--- src/rtl/cpu_step_ctrl.sv ---
// cpu_step_ctrl: run/halt/single-step controller issuing one-cycle processor clock enables.
// Rev 1.0 -- initial release.
`default_nettype none

module cpu_step_ctrl #(
  parameter int unsigned DEB_CYCLES = 1000000
) (
  input  logic        clk_in,
  input  logic        reset,
  input  logic        clk_div,
  input  logic        btn_run,
  input  logic        btn_step,
  output logic        cpu_ce,
  output logic [1:0]  mode,
  output logic        halted,
  output logic [15:0] ce_count
);

  typedef enum logic [1:0] {
    S_HALT = 2'b00,
    S_RUN  = 2'b01,
    S_STEP = 2'b10
  } state_t;

  localparam logic [19:0] c_deb_max = 20'(DEB_CYCLES - 1);

  logic div_s1_q, div_s2_q, div_hist_q;
  logic w_tick;

  always_ff @(posedge clk_in or negedge reset) begin
    if (!reset) begin
      div_s1_q   <= 1'b0;
      div_s2_q   <= 1'b0;
      div_hist_q <= 1'b0;
    end else begin
      div_s1_q   <= clk_div;
      div_s2_q   <= div_s1_q;
      div_hist_q <= div_s2_q;
    end
  end

  assign w_tick = div_s2_q & ~div_hist_q;

  // Index 0 is the run button, index 1 the step button.
  logic [1:0] w_btn_raw;
  logic [1:0] w_press;

  assign w_btn_raw = {btn_step, btn_run};

  generate
    for (genvar b = 0; b < 2; b++) begin : g_btn
      logic        s1_q, s2_q, stable_q, press_q;
      logic [19:0] cnt_q;

      always_ff @(posedge clk_in or negedge reset) begin
        if (!reset) begin
          s1_q     <= 1'b0;
          s2_q     <= 1'b0;
          stable_q <= 1'b0;
          press_q  <= 1'b0;
          cnt_q    <= '0;
        end else begin
          s1_q    <= w_btn_raw[b];
          s2_q    <= s1_q;
          press_q <= 1'b0;
          if (s2_q == stable_q) begin
            cnt_q <= '0;
          end else if (cnt_q == c_deb_max) begin
            cnt_q    <= '0;
            stable_q <= s2_q;
            press_q  <= s2_q;
          end else begin
            cnt_q <= cnt_q + 20'd1;
          end
        end
      end

      assign w_press[b] = press_q;
    end
  endgenerate

  logic w_run_press, w_step_press;
  assign w_run_press  = w_press[0];
  assign w_step_press = w_press[1];

  state_t      state_q, state_d;
  logic        ce_d, cpu_ce_q, halted_q;
  logic [15:0] ce_count_q, ce_count_d;

  always_comb begin
    state_d = state_q;
    ce_d    = 1'b0;
    case (state_q)
      S_HALT: begin
        if (w_run_press)       state_d = S_RUN;
        else if (w_step_press) state_d = S_STEP;
      end
      S_RUN: begin
        ce_d = w_tick;
        if (w_run_press) state_d = S_HALT;
      end
      S_STEP: begin
        // A tick coinciding with run entry is still issued since RUN would emit it.
        if (w_run_press) begin
          state_d = S_RUN;
          ce_d    = w_tick;
        end else if (w_tick) begin
          state_d = S_HALT;
          ce_d    = 1'b1;
        end
      end
      default: state_d = S_HALT;
    endcase
  end

  assign ce_count_d = ce_count_q + {15'd0, ce_d};

  always_ff @(posedge clk_in or negedge reset) begin
    if (!reset) begin
      state_q    <= S_HALT;
      cpu_ce_q   <= 1'b0;
      halted_q   <= 1'b1;
      ce_count_q <= '0;
    end else begin
      state_q    <= state_d;
      cpu_ce_q   <= ce_d;
      halted_q   <= (state_d == S_HALT);
      ce_count_q <= ce_count_d;
    end
  end

  assign cpu_ce   = cpu_ce_q;
  assign mode     = state_q;
  assign halted   = halted_q;
  assign ce_count = ce_count_q;

endmodule

`default_nettype wire

--- config.mk ---
export PLATFORM = sky130hd
export DESIGN_NAME = cpu_step_ctrl
export DESIGN_NICKNAME = d
export VERILOG_FILES = /design/src/rtl/cpu_step_ctrl.sv
export SDC_FILE = /design/constraint.sdc
export NUM_CORES = 1
export LEC_CHECK = 0
export ABC_AREA = 1
export BUFFER_PORTS_ARGS = -buffer_cell sky130_fd_sc_hd__buf_2
export CORE_ASPECT_RATIO = 0.9
export CORE_MARGIN = 2
export CORE_UTILIZATION = 30
export DETAILED_ROUTE_END_ITERATION = 8
export SLEW_MARGIN = 25
export SYNTH_ARGS = -nofsm -noshare
export SYNTH_HDL_FRONTEND = slang
export SYNTH_SLANG_ARGS = --single-unit
--- constraint.sdc ---
create_clock -name clk_in -period 3.8 [get_ports clk_in]
set_clock_uncertainty 0.2 [all_clocks]
set_input_delay 0.57 -clock clk_in [delete_from_list [all_inputs] [get_ports clk_in]]
set_output_delay 0.57 -clock clk_in [all_outputs]
set_load 0.005 [all_outputs]
======== Yosys cells after proc, flatten, opt, wreduce, memory -nomap -nowiden ========
Cells that the tools add are included.
storage, ports and cells
  bits of input ports ..................... 5
  output and inout bits ................... 20
  word-level logic and storage cells ...... 51
  register bits ........................... 71
operators by class
  add/subtract/negate cells ............... 3
  equality and inequality tests ........... 6
  mux-type cells .......................... 17
  bitwise operators ....................... 4
  reductions and logical operators ........ 4
operators by type and width
  cell                                                                    number
  20-bit 2-to-1 mux                                                       4
  20-bit by 1-bit adder with 20-bit output (second input constant)        2
  20-bit equality test (second input constant)                            2
  16-bit by 1-bit adder with 16-bit output                                1
  2-bit 2-to-1 mux                                                        5
  1-bit 2-to-1 mux                                                        6
  2-bit one-hot mux with 3 select lines                                   1
  2-bit logical NOT                                                       2
  2-bit AND reduction                                                     2
  1-bit NOT                                                               3
  1-bit equality test                                                     2
  2-bit by 1-bit equality test with 1-bit output (second input constant)  1
  2-bit equality test (second input constant)                             1
  1-bit one-hot mux with 2 select lines                                   1
  1-bit bitwise AND                                                       1

======== Depth between registers and ports, before layout ========
  depth after elaboration ................. 6
  depth in mapped cells ................... 11
  gate-level depth less buffers ........... 11

======== Worst setup path before layout ========
No wires, ideal clock.
  path kind ............................... flip-flop to flip-flop
  from .................................... register state_q[0] (netlist: mode[0])
  to ...................................... register ce_count_q[14] (netlist: ce_count[14])
  cell stages (with the launch flop) ...... 12
  period minus slack after synthesis ...... 2.189 ns
  data arrival time ....................... 1.865 ns
  data required time ...................... 3.477 ns
  path buffers ............................ 0
  setup slack ............................. 1.611 ns
  library setup time ...................... 0.123 ns
  cells stage by stage .................... dfrtp_1 -> inv_1 -> ha_1 -> and3_1 -> ha_1 -> ha_1 -> nand2_1 -> nor2_1 -> nand2_1 -> nor2_1 -> nand2_1 -> xnor2_1
between the ends
  cells in the longest elaborated chain, start to end .. 3
  elaborated cells between the ends (all ways) .. 4
  classes of those cells .................. add/sub (1); eq/ne (2); mux (1)
ends and longest elaborated chain
  what                                                                                          line  RTL
  start, declared                                                                               86    state_t state_q, state_d;
  start signal, assigned                                                                        125   state_q <= state_d;
  2-bit equality test / 2-bit by 1-bit equality test with 1-bit output (equally long branches)  93    case (state_q)
  1-bit one-hot mux with 2 select lines *                                                       93
  net ce_d                                                                                      87    logic ce_d, cpu_ce_q, halted_q;
  16-bit by 1-bit adder with 16-bit output *                                                    116   assign ce_count_d = ce_count_q + {15'd0, ce_d};
  net ce_count_d[14]                                                                            88    logic [15:0] ce_count_q, ce_count_d;
  end signal, assigned                                                                          128   ce_count_q <= ce_count_d;
  end, declared                                                                                 88
Mark *: on every way through the listed nets, which the timed path passes. The rest lies on a longest branch.
A chain may end at the register's enable or synchronous reset.

======== Worst setup path in the final report ========
  from .................................... register state_q[1] (netlist: mode[1])
  to ...................................... register ce_count_q[14] (netlist: ce_count[14])
The elaborated chain is that of the path after synthesis.

==> results.yml <==
outcome:
  outcome: "finished, final reports clean"
timing:
  period_minus_slack_ns: 2.393
  setup-violations-final: 0
  max_freq_mhz: 417.9
  rsz_0062_raised_after_global_routing: "no"
  setup_tns_final_ns: 0
  finalHoldViolations: 0
  tightest_slew_ns: 0.7158
  period_share_pct: 62.97
  final-max-slew-violation-count: 0
  slew-limit-headroom_pct: 52.28
placement:
  globalplace.congestion: 0.8861
  placement.io_buffers: 24
  dp.final_hpwl_mm: 5.112
  place_area_sq_mm: 0.003880
cells_and_area:
  layout_commonest_cell: "sky130_fd_sc_hd__nor2_1"
  fin_nets: 461
  diode_count: 0
  mostFrequentLayoutCells: "sky130_fd_sc_hd__nor2_1, sky130_fd_sc_hd__nand2_1, sky130_fd_sc_hd__dfrtp_1"
  area.growth.synth_to_final_pct: 17.56
  stdcell_area_sq_mm: 0.004188
  drive_gt1_share_pct: 15.45
worst_hold_path:
  min-delay-path-class: "reg2reg"
route:
  routed-via-count: 2697
  routed_wl_mm: 6.926
  ant_nets: 0
  detail_route.iter0.violations: 165
  avgViaCountPerCell: 4.429
  drc_errors_left: 0
  drt_first_pass_iters: 4
  detail_route.wl_per_cell_microns: 11.37
global_route:
  number_of_antenna_violations_at_the_first_check_in_global_routing: 0
  first_global_vias: 2676
  grt_first_pass_wirelength_mm: 12.52
  grt_use_total_pct: 12.12
  grt_overflow_total: 0
  grt_start_max_net_pins: 60
setup_path:
  setup.worst_path.end_class: "flop"
  worst_setup_path_start_kind: "flop"
  critPathArrivalTime_ns: 2.40
  critPathMaxFanout: 6
  criticalPathCategory: "reg2reg"
  cp_data_required_time_ns: 3.81
clocking:
  clock_tree.buffer_depth: 2
  clock-sinks: 71
  cts-buffers-inserted: 9
  clkTransAtPathRegs_ns: 0.06
  cts_tree: "built"
  post-cts-setup-buffers: 0
  root_buffer: "sky130_fd_sc_hd__clkbuf_16"
  cts_htree_levels: 3
  clk-insertion-delay-late_ns: 0.32
floorplan:
  placement_rows: 37
  width_of_the_chip_microns: 118.9
  placeableCoreArea_sq_mm: 0.01153
  fp.dieArea_sq_mm: 0.01276
  initial_utilization_pct: 30.90
  ios: 25
  die_h_microns: 107.4
synth:
  syn_nets: 425
  synth-warning-count: 0
  synth.avg_cell_area_sq_um: 8.646
  yosysUniqueCellTypes: 28
  netlist_area_before_placement_sq_mm: 0.003562
  proportion_of_synthesized_chip_area_in_sequential_cells_pct: 49.91
  synth_cells: 412
  synth-seq-cells: 71
pwr:
  vdd.ir_drop.worst_v: 0.0002366
  power_leakage_nw: 1.897
  power_density_mw_per_mm2: 392.2
flow_run:
  max-cap-violations: 0
-- final timing paths --
kind	start	end	slack [ns]	cells past startpoint
worst max-delay path	mode[1]$_DFF_PN0_	ce_count[14]$_DFF_PN0_	1.41	11
worst min-delay path	g_btn[0].s1_q$_DFF_PN0_	g_btn[0].s2_q$_DFF_PN0_	0.14	0
worst max register to register	mode[1]$_DFF_PN0_	ce_count[14]$_DFF_PN0_	1.41	11
worst min register to register	g_btn[0].s1_q$_DFF_PN0_	g_btn[0].s2_q$_DFF_PN0_	0.14	0
max in group asynchronous	reset	g_btn[0].cnt_q[7]$_DFF_PN0_	1.92	3
min in group asynchronous	reset	g_btn[1].cnt_q[12]$_DFF_PN0_	0.47	2
-- worst max-delay path, stage by stage, from the launching register on --
cell and delay (ns):
sky130_fd_sc_hd__dfrtp_1 0.42, sky130_fd_sc_hd__inv_1 0.09, sky130_fd_sc_hd__ha_1 0.27, sky130_fd_sc_hd__and3_1 0.18
sky130_fd_sc_hd__ha_1 0.17, sky130_fd_sc_hd__ha_1 0.18, sky130_fd_sc_hd__nand2_1 0.08, sky130_fd_sc_hd__nor2_1 0.17
sky130_fd_sc_hd__nand2_1 0.13, sky130_fd_sc_hd__nor2_1 0.17, sky130_fd_sc_hd__nand2_1 0.09, sky130_fd_sc_hd__xnor2_1 0.13
-- routing by layer --
layer	part of all wire, %	GRT usage (%)	wire length (microns)	up-vias
li1	-	-	-	1363
met1	50	16.61	3431	1255
met2	44	18.43	3064	67
met3	4.9	2.913	341	12
met4	1.3	4.932	89	0
met5	0	0	0	-
-- cells in the mapped netlist, drive strengths merged --
cell type	instances	area (sq um)
dfrtp	70	1752
dfstp	1	26.28
and3	1	6.260
nand3b	2	15.01
nand2	79	314.1
inv	41	153.9
nand4	6	37.54
o2bb2ai	1	8.760
buf	1	5.000
o21bai	3	22.52
xnor2	11	96.34
nor3	11	65.06
o21ai	6	30.02
ha	8	100.1
and2	1	6.260
a21oi	7	35.03
nand3	33	192.7
xor2	28	260.3
nor2	102	435.4
-- state kept, by name, summed over array words and instances (netlist names) --
| signal | count |
|---|---|
| ce_count | 16 |
| cpu_ce | 1 |
| div_hist_q | 1 |
| div_s1_q | 1 |
| div_s2_q | 1 |
| g_btn.cnt_q | 40 |
| g_btn.press_q | 2 |
| g_btn.s1_q | 2 |
| g_btn.s2_q | 2 |
| g_btn.stable_q | 2 |
| halted | 1 |
| mode | 2 |
-- per-stage QoR --
step           utilization (%)  setup WS (ns)  hold slack [ns]  total power [mW]  cells
6_report                 36.33          1.407           0.1439             1.642    609
5_1_grt                  36.33          1.193           0.1424             1.711    609
4_1_cts                  36.33          1.409           0.1402             1.669    609
3_5_place_dp             33.66          1.426           0.1364            0.8276    592
3_3_place_gp             33.66          1.499           0.1361            0.8267    592
2_1_floorplan                -          1.611          0.07441            0.8033    412
-- where the power goes --
part           switching [mW]  internal, mW  total, mW
clock                   0.321         0.509      0.829
sequential            0.00772         0.765      0.773
combinational          0.0295        0.0105     0.0401
total                   0.358          1.28       1.64
-- kinds of logic (layout without fill, tap and decap cells) --
kind of cell | after synthesis | count (layout) | share of synthesized area, %
buffers and inverters | 42 | 83 | 4.461
and+or+nand+nor | 235 | 235 | 30.10
AOI/OAI and AO/OA | 17 | 17 | 2.704
DFF | 71 | 71 | 49.91
xor gates and xnor gates | 39 | 39 | 10.01
adders and majority gates | 8 | 8 | 2.810
-- layout make-up --
cell class,instances,area (sq um)
Sequential cell,71,1778
Tap cell,156,195.2
Inverter,41,153.9
Fill cell,1153,7340
Timing Repair Buffer,26,137.6
Clock inverter,7,72.57
Multi-Input combinational cell,299,1625
Clock buffer,9,225.2
-- repair_timing --
action | in CTS | in global routing
hold endpoints to repair | 12 | 0
gates resized for setup | 0 | 0
hold buffers | 1 | 0
(Power assumes the default switching activity.)
